File: src/rtl/shift_add_mult.sv
// Sequential shift-add multiplier: two p_WORD_WIDTH/2-bit operands in,
// one p_WORD_WIDTH-bit product out, with one add/shift step per clock.
// Valid/ready handshake on both the operand side and the product side.
//
// Optional build macro: SHIFT_ADD_MULT_SIGNED_EN
//   defined   -> operands are two's complement; magnitudes are multiplied
//                and the product is negated on the way into DONE
//   undefined -> plain unsigned multiply, no sign logic
//
// state | meaning
// IDLE  | ready for an operand pair
// RUN   | N add/shift steps in progress
// DONE  | product held until downstream takes it
module shift_add_mult #(
    parameter int p_WORD_WIDTH = 8
) (
    input  logic                      i_CLK,
    input  logic                      i_RST_N,
    input  logic                      i_VALID,
    output logic                      o_READY,
    input  logic [p_WORD_WIDTH/2-1:0] i_A,
    input  logic [p_WORD_WIDTH/2-1:0] i_B,
    output logic                      o_VALID,
    input  logic                      i_READY,
    output logic [p_WORD_WIDTH-1:0]   o_PRODUCT
);

    localparam int N  = p_WORD_WIDTH / 2;
    localparam int CW = (N > 1) ? $clog2(N) : 1;

    generate
        if (((p_WORD_WIDTH % 2) != 0) || (p_WORD_WIDTH < 4)) begin : g_bad_width
            $error("shift_add_mult: p_WORD_WIDTH must be even and >= 4");
        end
    endgenerate

    typedef enum logic [1:0] {
        IDLE = 2'd0,
        RUN  = 2'd1,
        DONE = 2'd2
    } state_t;

    state_t         state;
    state_t         state_nxt;

    logic [N-1:0]   mcand;
    logic [2*N:0]   acc;
    logic [CW-1:0]  cnt;
    logic [2*N-1:0] product;

    logic [N-1:0]   a_load;
    logic [N-1:0]   b_load;
    logic [N:0]     upper_sum;
    logic [2*N:0]   acc_step;
    logic [2*N-1:0] result;
    logic           last_step;

`ifdef SHIFT_ADD_MULT_SIGNED_EN
    logic           neg;

    // Magnitudes in N bits; -2^(N-1) maps onto unsigned 2^(N-1), which is exact.
    assign a_load = i_A[N-1] ? (-i_A) : i_A;
    assign b_load = i_B[N-1] ? (-i_B) : i_B;
    assign result = neg ? (-acc_step[2*N-1:0]) : acc_step[2*N-1:0];

    // Result sign captured alongside the operands
    always_ff @(posedge i_CLK or negedge i_RST_N) begin
        if (!i_RST_N) begin
            neg <= 1'b0;
        end else if ((state == IDLE) && i_VALID) begin
            neg <= i_A[N-1] ^ i_B[N-1];
        end
    end
`else
    assign a_load = i_A;
    assign b_load = i_B;
    assign result = acc_step[2*N-1:0];
`endif

    // One step: conditional add into the upper half (acc[2N] is always zero
    // here, so it simply becomes the carry), then a logical right shift.
    assign upper_sum = acc[2*N:N] + (acc[0] ? {1'b0, mcand} : '0);
    assign acc_step  = {upper_sum, acc[N-1:0]} >> 1;
    assign last_step = (cnt == CW'(N - 1));
    assign o_PRODUCT = product;

    // State register
    always_ff @(posedge i_CLK or negedge i_RST_N) begin
        if (!i_RST_N) begin
            state <= IDLE;
        end else begin
            state <= state_nxt;
        end
    end

    // Next-state and handshake outputs
    always_comb begin
        state_nxt = state;
        o_READY   = 1'b0;
        o_VALID   = 1'b0;
        case (state)
            IDLE: begin
                o_READY = 1'b1;
                if (i_VALID) begin
                    state_nxt = RUN;
                end
            end
            RUN: begin
                if (last_step) begin
                    state_nxt = DONE;
                end
            end
            DONE: begin
                o_VALID = 1'b1;
                if (i_READY) begin
                    state_nxt = IDLE;
                end
            end
            default: begin
                state_nxt = IDLE;
            end
        endcase
    end

    // Operand capture, add/shift datapath and product register
    always_ff @(posedge i_CLK or negedge i_RST_N) begin
        if (!i_RST_N) begin
            mcand   <= '0;
            acc     <= '0;
            cnt     <= '0;
            product <= '0;
        end else begin
            case (state)
                IDLE: begin
                    if (i_VALID) begin
                        mcand <= a_load;
                        acc   <= {{(N + 1){1'b0}}, b_load};
                        cnt   <= '0;
                    end
                end
                RUN: begin
                    acc <= acc_step;
                    cnt <= cnt + 1'b1;
                    if (last_step) begin
                        product <= result;
                    end
                end
                default: begin
                end
            endcase
        end
    end

endmodule

File: config.mk
export PLATFORM = sky130hd
export DESIGN_NAME = shift_add_mult
export DESIGN_NICKNAME = d
export VERILOG_FILES = /design/src/rtl/shift_add_mult.sv
export SDC_FILE = /design/constraint.sdc
export NUM_CORES = 1
export LEC_CHECK = 0
export ABC_AREA = 0
export BUFFER_PORTS_ARGS = -buffer_cell sky130_fd_sc_hd__buf_2
export CORE_UTILIZATION = 53
export DETAILED_ROUTE_END_ITERATION = 10
export PLACE_DENSITY = 0.77
export REMOVE_ABC_BUFFERS = 1
export SLEW_MARGIN = 20
export SYNTH_ARGS = -nofsm -noshare
export SYNTH_HDL_FRONTEND = slang
export SYNTH_SLANG_ARGS = --single-unit
File: constraint.sdc
create_clock -name i_CLK -period 1.9 [get_ports i_CLK]
set_input_delay 0.095 -clock i_CLK [delete_from_list [all_inputs] [get_ports i_CLK]]
set_output_delay 0.095 -clock i_CLK [all_outputs]
set_load 0.01 [all_outputs]
Word-level counts from Yosys, hierarchy flattened
Cells that the tools add are included.

storage, ports and cells
  flip-flop bits (word level) = 25
  input port bits = 12
  output and inout bits = 10
  word-level logic and storage cells = 30

operators by class
  equal/unequal tests = 6
  reductions and logical operators = 6
  muxes and demuxes = 11
  $add $sub $neg = 2

operators with widths
  cell                                           number
  one-hot mux 9 bit (2 select lines)             1
  2-to-1 mux 9 bit                               1
  2-to-1 mux 2 bit                               4
  != test 2 bit, second input constant           3
  one-hot mux 2 bit (3 select lines)             1
  AND reduction 2 bit                            3
  adder 5 x 4 -> 5 bit                           1
  == test 2 bit, second input constant           2
  2-to-1 mux 4 bit                               1
  one-hot mux 2 bit (2 select lines)             1
  AND reduction 3 bit                            1
  adder 2 x 1 -> 2 bit, second input constant    1
  == test 2 x 1 -> 1 bit, second input constant  1
  zero test 2 bit                                1
  2-to-1 mux 1 bit                               2
  nonzero test 2 bit                             1

Longest topological paths before layout
Gate-level depths: netlist (run 1).

  word-level depth = 3
  gate-level depth with buffers = 6
  gate-level depth less buffers = 6

Worst setup path after synthesis (run 1)
OpenSTA, ideal clock, no wires.

  path kind = register -> register
  from = register acc[0]
  to = register acc[7]
  slack = 0.265 ns
  setup time = 0.128 ns
  period minus slack after synthesis = 1.635 ns
  cell stages (with the launch flop) = 7
  data arrival time = 1.508 ns
  required time = 1.772 ns
  path buffers = 0
  cell sequence = dfrtp_1 -> and2_1 -> ha_1 -> fa_1 -> a21o_1 -> a21oi_1 -> o21ai_0

between the ends
  cells in the longest elaborated chain, start to end = 3

ends and longest elaborated chain
  what                                RTL line  RTL
  from (decl)                         47        logic [2*N:0] acc;
  from (signal assigned)              137       acc <= {{(N + 1){1'b0}}, b_load};
  from (signal assigned)              142       acc <= acc_step;
  2-to-1 mux 4 bit                    82        assign upper_sum = acc[2*N:N] + (acc[0] ? {1'b0, mcand} : '0);
  adder 5 x 4 -> 5 bit                82
  one-hot mux 9 bit (2 select lines)  133       case (state)

Every way passes these cells.
A chain may end at the register's enable or synchronous reset.

Worst setup path after layout (run 1)
Same ends and word-level chain as after synthesis.

==> results of run 1 <==
how the worst min path moves through the flow:
stage,depth (start not counted),startpoint,to
2_1_floorplan,0,i_RST_N,acc[0]
3_3_place_gp,1,i_RST_N,o_PRODUCT[1]
3_5_place_dp,1,i_RST_N,o_PRODUCT[1]
4_1_cts,2,i_A[3],mcand[3]
5_1_grt,2,i_A[0],mcand[0]
6_report,2,i_A[3],mcand[3]
sequential cells by signal, summed over array words and instances, names as in the netlist:
name and count:
acc 8, cnt 2, mcand 4, o_PRODUCT 8, state 2
power by group:
group | switching, W | total (W) | internal, W
clock | 0.000152 | 0.000365 | 0.000213
combinational | 0.000432 | 0.000903 | 0.000471
sequential | 0.000122 | 0.000839 | 0.000717
cells by family after synthesis:
logic type      Yosys count
fa+ha+maj                 6
flops                    24
compound gates           23
xor+xnor                  1
simple gates             28
buf+inv                   5
mux                      10
layer usage:
metal,up-vias,part of all wire,track usage,wire length (um)
li1,399,-,-,-
met1,403,0.46,0.256,919
met2,18,0.49,0.329,967
met3,4,0.032,0.0280,64
met4,0,0.015,0.0833,29
met5,-,0,0,0
cell usage in the layout (no fill, tap or decap):
master / instances
sky130_fd_sc_hd__dfrtp_1: 24
sky130_fd_sc_hd__buf_2: 21
sky130_fd_sc_hd__nand2_1: 11
sky130_fd_sc_hd__o21ai_0: 8
sky130_fd_sc_hd__mux2_4: 7
sky130_fd_sc_hd__a21oi_1: 6
sky130_fd_sc_hd__and3b_1: 5
sky130_fd_sc_hd__ha_1: 5
sky130_fd_sc_hd__and2_1: 4
sky130_fd_sc_hd__dlygate4sd3_1: 4
sky130_fd_sc_hd__clkbuf_4: 3
sky130_fd_sc_hd__nand2b_1: 2
sky130_fd_sc_hd__inv_1: 2
sky130_fd_sc_hd__o21ai_1: 2
sky130_fd_sc_hd__o31ai_1: 2
sky130_fd_sc_hd__mux2_2: 2
sky130_fd_sc_hd__a22o_1: 2
sky130_fd_sc_hd__buf_4: 2
sky130_fd_sc_hd__nor2_2: 1
sky130_fd_sc_hd__o21bai_4: 1
sky130_fd_sc_hd__a21o_1: 1
sky130_fd_sc_hd__nand3b_2: 1
sky130_fd_sc_hd__and2_4: 1
sky130_fd_sc_hd__mux2i_1: 1
sky130_fd_sc_hd__nor2_1: 1
sky130_fd_sc_hd__nand3_1: 1
sky130_fd_sc_hd__a21boi_0: 1
sky130_fd_sc_hd__xnor2_1: 1
sky130_fd_sc_hd__nor2b_1: 1
sky130_fd_sc_hd__fa_1: 1
sky130_fd_sc_hd__bufinv_16: 1
stage by stage:
stage          std cells  total power [W]
3_3_place_gp         144          0.00172
2_1_floorplan         94          0.00148
4_1_cts              152          0.00213
5_1_grt              152          0.00226
6_report             152          0.00211
3_5_place_dp         144          0.00176
worst register-to-register path, delay by kind of cell, from the launching register on:
kind | cells | cell delay (ps)
flip-flops | 1 | 430
AO/OA/AOI/OAI | 3 | 490
AND/OR/NAND/NOR | 1 | 150
adder cells (fa/ha/maj) | 2 | 620
layout make-up:
cell class,instances,area [um^2]
Clock inverter,1,30.0
Sequential cell,24,601
Fill cell,166,628
Timing Repair Buffer,27,160
Inverter,2,7.51
Tap cell,27,33.8
Multi-Input combinational cell,68,539
Clock buffer,3,22.5
==> results.cfg, run 1 <==
[critical_path]
crit_path_cell_trace = and2_1 -> ha_1 -> fa_1 -> a21o_1 -> a21oi_1 -> o21ai_0
depth_of_the_critical_timing_path_with_buffers_and_inverters_included = 6
critical_path_peak_fanout = 5
cp-start-kind = flip-flop
critical_path_required_ps = 2110
critical_path_arrival_ps = 1990
crit_path_start = acc[0]
timing.critical_path.max_delay_family = adder cells
worst_setup_path_end = acc[7]
worst_r2r_endpoint = acc[7]
critPathBufInv = 0
crit-reg2reg-launch = acc[0]
worst-r2r-cell-count = 6
timing.setup.critical_path_class = flip-flop to flip-flop
critical_path.slowest_cell = sky130_fd_sc_hd__dfrtp_1
slowest_delay_ps = 430
endpoint_kind = flip-flop
timing.reg2reg.setup_slack_ps = 120

[die]
initial_core_util = 0.580
floorplan.core_area_um2 = 2020
top_level_ports = 22
die_w_um = 49.1
fp-row-count = 16
die_area_um2 = 2410
die_y_um = 49.1

[timing]
layout_setup_ws_ps = 123
report.final.hold_viol_count = 0
totalNegativeSetupSlack_ps = 0
grt_setup_unrepaired = false
pins_over_slew_limit = 0
hold_ws_ps = 9.65
worst_slew_margin_rel = 0.653
final_min_period_over_clock_period = 0.935
finalSetupViolations = 0
achievable-frequency_ghz = 0.563
worst_pin_slew_ps = 521
period_minus_slack_ps = 1780
worst_clock_skew_ps = 11.0

[global_routing]
grt_pass1_wl_um = 3570
number_of_antenna_violations_at_the_first_check_in_global_routing = 0
grt_max_degree = 25
first_global_vias = 808
grt.total_usage = 0.197
grt_overflow = 0

[yosys]
synth_mux_area_frac = 0.117
synth_largest_type_area_fraction = 0.512
post_synth_fa_ha_maj_area_fraction = 0.0704
ys.warnings.count = 0
synthFlopType = sky130_fd_sc_hd__dfrtp_1
yosysUniqueCellTypes = 28
ys_seq_elements = 24
synth-seq-area-share = 0.512
most_repeated_cell_in_the_gate_level_netlist_after_synthesis = sky130_fd_sc_hd__dfrtp_1
largest_family_of_logic_cells_by_synthesized_area = simple AND/OR/NAND/NOR gates
post_synthesis_compound_gate_area_fraction = 0.125
synth_area_leader_cell = sky130_fd_sc_hd__dfrtp_1
netlist_top_cells_count = sky130_fd_sc_hd__dfrtp_1 (24), sky130_fd_sc_hd__nand2_1 (11), sky130_fd_sc_hd__o21ai_0 (8), sky130_fd_sc_hd__mux2_4 (7), sky130_fd_sc_hd__a21oi_1 (6)
synth_async_sr_flop_share = 1.00
synth_area_um2 = 1170
synth-simple-area-share = 0.140
synth.area.top_cells = sky130_fd_sc_hd__dfrtp_1 (51%), sky130_fd_sc_hd__mux2_4 (9.0%), sky130_fd_sc_hd__ha_1 (5.3%)
postSynthCellCount = 97
yosys.area_share.xor_xnor = 0.00746
synth_area_per_cell_um2 = 12.1
synth_enable_flop_cells = 0

[drt]
final_wirelength_um = 1980
detail_route.vias_per_cell = 5.42
drtAntennaViolNets = 0
route.vias.total = 824
remaining_drc_errors = 0
wl_per_cell_um = 13.0
drt_first_pass_iters = 4
dr.first_iter.drc_count = 8

[place]
place.detailed.hpwl_um = 1500
gp_congestion = 0.770
place.port_buffers = 21
pre_cts_setup_slack_ps = 138
place_area_um2 = 1300

[cts]
cts_inserted_buffers = 3
clock_insertion_delay_worst_skew_ps = 310
tritoncts = built
post_cts.resized_instances = 0
postcts_setup_bufs = 0
post_cts_hold_buffer_count = 4
root_buffer = sky130_fd_sc_hd__clkbuf_4
cts_max_level = 1
ctsLongestPathBuffers = 2
path_clk_slew_ps = 140
cts.sinks = 24

[power_and_ir_drop]
power_density_nw_per_um2 = 1510
vdd_drop_max_mv = 0.804
power.static_leakage_nw = 0.727

[layout]
diodes = 0
final_core_utilization = 0.689
areaGrowthSynthToFinish_pct = 18.8
layout-drive-gt1-share = 0.320
post-route-cell-area_um2 = 1390
final_net_count = 144

[status]
run_status = finished, final reports clean

[run]
cap_viol_max_count = 0

[hold_path]
holdCritPathClass = input pin to flip-flop
No activity file was read; power rests on OpenSTA's default activity.
==> run 2: changes to the inputs <==
--- a/config.mk
+++ b/config.mk
@@ -5,10 +5,11 @@
 export SDC_FILE = /design/constraint.sdc
 export NUM_CORES = 1
 export LEC_CHECK = 0
-export ABC_AREA = 0
+export ABC_AREA = 1
 export BUFFER_PORTS_ARGS = -buffer_cell sky130_fd_sc_hd__buf_2
 export CORE_UTILIZATION = 53
 export DETAILED_ROUTE_END_ITERATION = 10
+export MAX_ROUTING_LAYER = met4
 export PLACE_DENSITY = 0.77
 export REMOVE_ABC_BUFFERS = 1
 export SLEW_MARGIN = 20
==> run 2 against run 1 <==
  * Sequential share of layout area up 3.1 points
  * Highest routed layer is now met3
  * Critical path depth up 2
  * Register-to-register slack improved by 160 ps
  * Power down 11%
  * Global-route usage grew 0.85 points
  * Non-clock buffer count fell by 4
  * Largest power group is now registers
==> results.cfg, run 2 <==
[timing]
pins_over_slew_limit = 0
final_min_period_over_clock_period = 0.849
finalSetupViolations = 0
worst_slew_margin_rel = 0.649
worst_clock_skew_ps = 5.58
achievable-frequency_ghz = 0.620
totalNegativeSetupSlack_ps = 0
report.final.hold_viol_count = 0
worst_pin_slew_ps = 527
period_minus_slack_ps = 1610
grt_setup_unrepaired = false

[critical_path]
cp-start-kind = flip-flop
timing.setup.critical_path_class = flip-flop to flip-flop
endpoint_kind = flip-flop
critical_path_peak_fanout = 5
critical_path_arrival_ps = 1830
critical_path_required_ps = 2110

[power_and_ir_drop]
internal-power_w = 0.00111
sequentialPowerShare = 0.442
power_density_nw_per_um2 = 1440
power.static_leakage_nw = 0.737
power.net_switching_w = 0.000758
power.share.clock = 0.140
total_power_w = 0.00187
vdd_drop_max_mv = 0.905
combinational_power_share = 0.419
power_switching_share = 0.405

[drt]
dr.first_iter.drc_count = 20
final_wirelength_um = 2010
drt_first_pass_iters = 4
detail_route.vias_per_cell = 4.91
remaining_drc_errors = 0
route.vias.total = 883
wl_per_cell_um = 11.2
drtAntennaViolNets = 0

[global_routing]
grt_max_degree = 25
number_of_antenna_violations_at_the_first_check_in_global_routing = 0
grt.total_usage = 0.206
grt_pass1_wl_um = 3170
grt_overflow = 0
first_global_vias = 760

[hold_path]
holdCritPathClass = input pin to flip-flop

[layout]
diodes = 0
most_common_cell_after_layout_fill_and_taps_aside = sky130_fd_sc_hd__nand2_1
final_core_utilization = 0.657
final_net_count = 172
final_cell_mix = sky130_fd_sc_hd__nand2_1 (44), sky130_fd_sc_hd__dfrtp_1 (24), sky130_fd_sc_hd__buf_2 (21), sky130_fd_sc_hd__inv_1 (14), sky130_fd_sc_hd__o21ai_0 (12)
layout-drive-gt1-share = 0.190
areaGrowthSynthToFinish_pct = 15.9
fin_cells = 180

[yosys]
synth_largest_type_area_fraction = 0.535
synth.area.top_cells = sky130_fd_sc_hd__dfrtp_1 (54%), sky130_fd_sc_hd__nand2_1 (15%), sky130_fd_sc_hd__ha_1 (5.6%)
ys_seq_elements = 24
synth_enable_flop_cells = 0
netlist_top_cells_count = sky130_fd_sc_hd__nand2_1 (44), sky130_fd_sc_hd__dfrtp_1 (24), sky130_fd_sc_hd__inv_1 (14), sky130_fd_sc_hd__o21ai_0 (12), sky130_fd_sc_hd__nand3_1 (9)
synth-simple-area-share = 0.205
synth_async_sr_flop_share = 1.00
most_repeated_cell_in_the_gate_level_netlist_after_synthesis = sky130_fd_sc_hd__nand2_1
postSynthCellCount = 128
synth_area_per_cell_um2 = 8.77
synth_area_um2 = 1120
post_synth_fa_ha_maj_area_fraction = 0.0736
post_synthesis_compound_gate_area_fraction = 0.114
yosysUniqueCellTypes = 19
largest_family_of_logic_cells_by_synthesized_area = simple AND/OR/NAND/NOR gates
synth_mux_area_frac = 0
ys.warnings.count = 0
synthFlopType = sky130_fd_sc_hd__dfrtp_1
synth_area_leader_cell = sky130_fd_sc_hd__dfrtp_1
synth-seq-area-share = 0.535
yosys.area_share.xor_xnor = 0.00780

[die]
die_area_um2 = 2310
initial_core_util = 0.566
top_level_ports = 22
fp-row-count = 16
die_y_um = 48.0
floorplan.core_area_um2 = 1980
die_w_um = 48.0

[cts]
path_clk_slew_ps = 130
cts_max_level = 1
tritoncts = built
clock_insertion_delay_worst_skew_ps = 300
cts_inserted_buffers = 3
cts.sinks = 24
ctsLongestPathBuffers = 2
root_buffer = sky130_fd_sc_hd__clkbuf_4

[run]
cap_viol_max_count = 0

[place]
gp_congestion = 0.917
place.detailed.instances = 174
place.port_buffers = 21
place.detailed.hpwl_um = 1470

[status]
run_status = finished, final reports clean
run 2: changes by cell type in the layout (fill, tap and decap cells not counted), moves of 3 or more:
cell                      before  now
sky130_fd_sc_hd__a21oi_1       6    2
sky130_fd_sc_hd__and3b_1       5    0
sky130_fd_sc_hd__inv_1         2   14
sky130_fd_sc_hd__and2_1        4    0
sky130_fd_sc_hd__o21ai_0       8   12
sky130_fd_sc_hd__nand3_1       1    9
sky130_fd_sc_hd__o21ai_1       2    5
sky130_fd_sc_hd__mux2_4        7    0
sky130_fd_sc_hd__nand2_1      11   44
run 2: final timing paths:
kind | cells after the start | start | slack [ps] | end
min in group asynchronous | 2 | i_RST_N | 280 | o_PRODUCT[5]
worst max register to register | 8 | acc[0] | 290 | acc[7]
worst min register to register | 2 | o_PRODUCT[7] | 490 | o_PRODUCT[7]
max in group asynchronous | 2 | i_RST_N | 1270 | cnt[0]
worst min-delay path | 3 | i_A[1] | 10 | mcand[1]
worst max-delay path | 8 | acc[0] | 290 | acc[7]
run 2: what timing repair did:
action	CTS	global route
setup buffers	0	0
gates resized for setup	0	0
hold buffers	2	0
endpoints found under the hold margin	25	0
run 2: critical path, stage by stage (launching register included):
cell                       delay [ps]
sky130_fd_sc_hd__dfrtp_1          440
sky130_fd_sc_hd__nand2_1           70
sky130_fd_sc_hd__inv_1             40
sky130_fd_sc_hd__ha_1             190
sky130_fd_sc_hd__fa_1             400
sky130_fd_sc_hd__a21oi_1          160
sky130_fd_sc_hd__o21bai_1          90
sky130_fd_sc_hd__nand2_1           70
sky130_fd_sc_hd__nand2_1           50
run 2: power by group through the flow:
stage | clock (W) | combinational [W] | sequential, W
finish | 0.000261 | 0.000784 | 0.000827
global route | 0.000287 | 0.000916 | 0.000854
detailed placement | 0 | 0.000786 | 0.000840
CTS | 0.000272 | 0.000793 | 0.000827
global placement | 0 | 0.000759 | 0.000832
floorplan | 0 | 0.000528 | 0.000849
run 2: kinds of logic (layout without fill, tap and decap cells):
logic type,Yosys count,after routing
xor gates and xnor gates,1,1
adders and majority gates,6,6
DFF,24,24
and+or+nand+nor,57,57
AOI/OAI and AO/OA,23,23
buffers and inverters,17,42
run 2: area by class of cell:
cell class,instances,area (um^2)
fill,162,681
sequential,24,601
multi-input combinational,87,449
timing repair buffer,23,125
inverter,15,56.3
clock buffer,4,36.3
tap,27,33.8
run 2: layer usage:
metal | up-vias | wire length, um | GRT usage | part of all wire
li1 | 463 | - | - | -
met1 | 403 | 1030 | 0.276 | 0.51
met2 | 17 | 937 | 0.324 | 0.47
met3 | 0 | 49 | 0.0340 | 0.024
met4 | 0 | 0 | 0.0500 | 0
met5 | - | 0 | - | 0
run 2: through the flow:
step	area [um^2]	setup WS (ps)	hold WS, ps
detailed placement	1240	304	103
floorplan	1110	405	-201
global placement	1240	347	96.9
CTS	1300	285	6.21
global route	1300	174	14.4
finish	1300	287	13.2
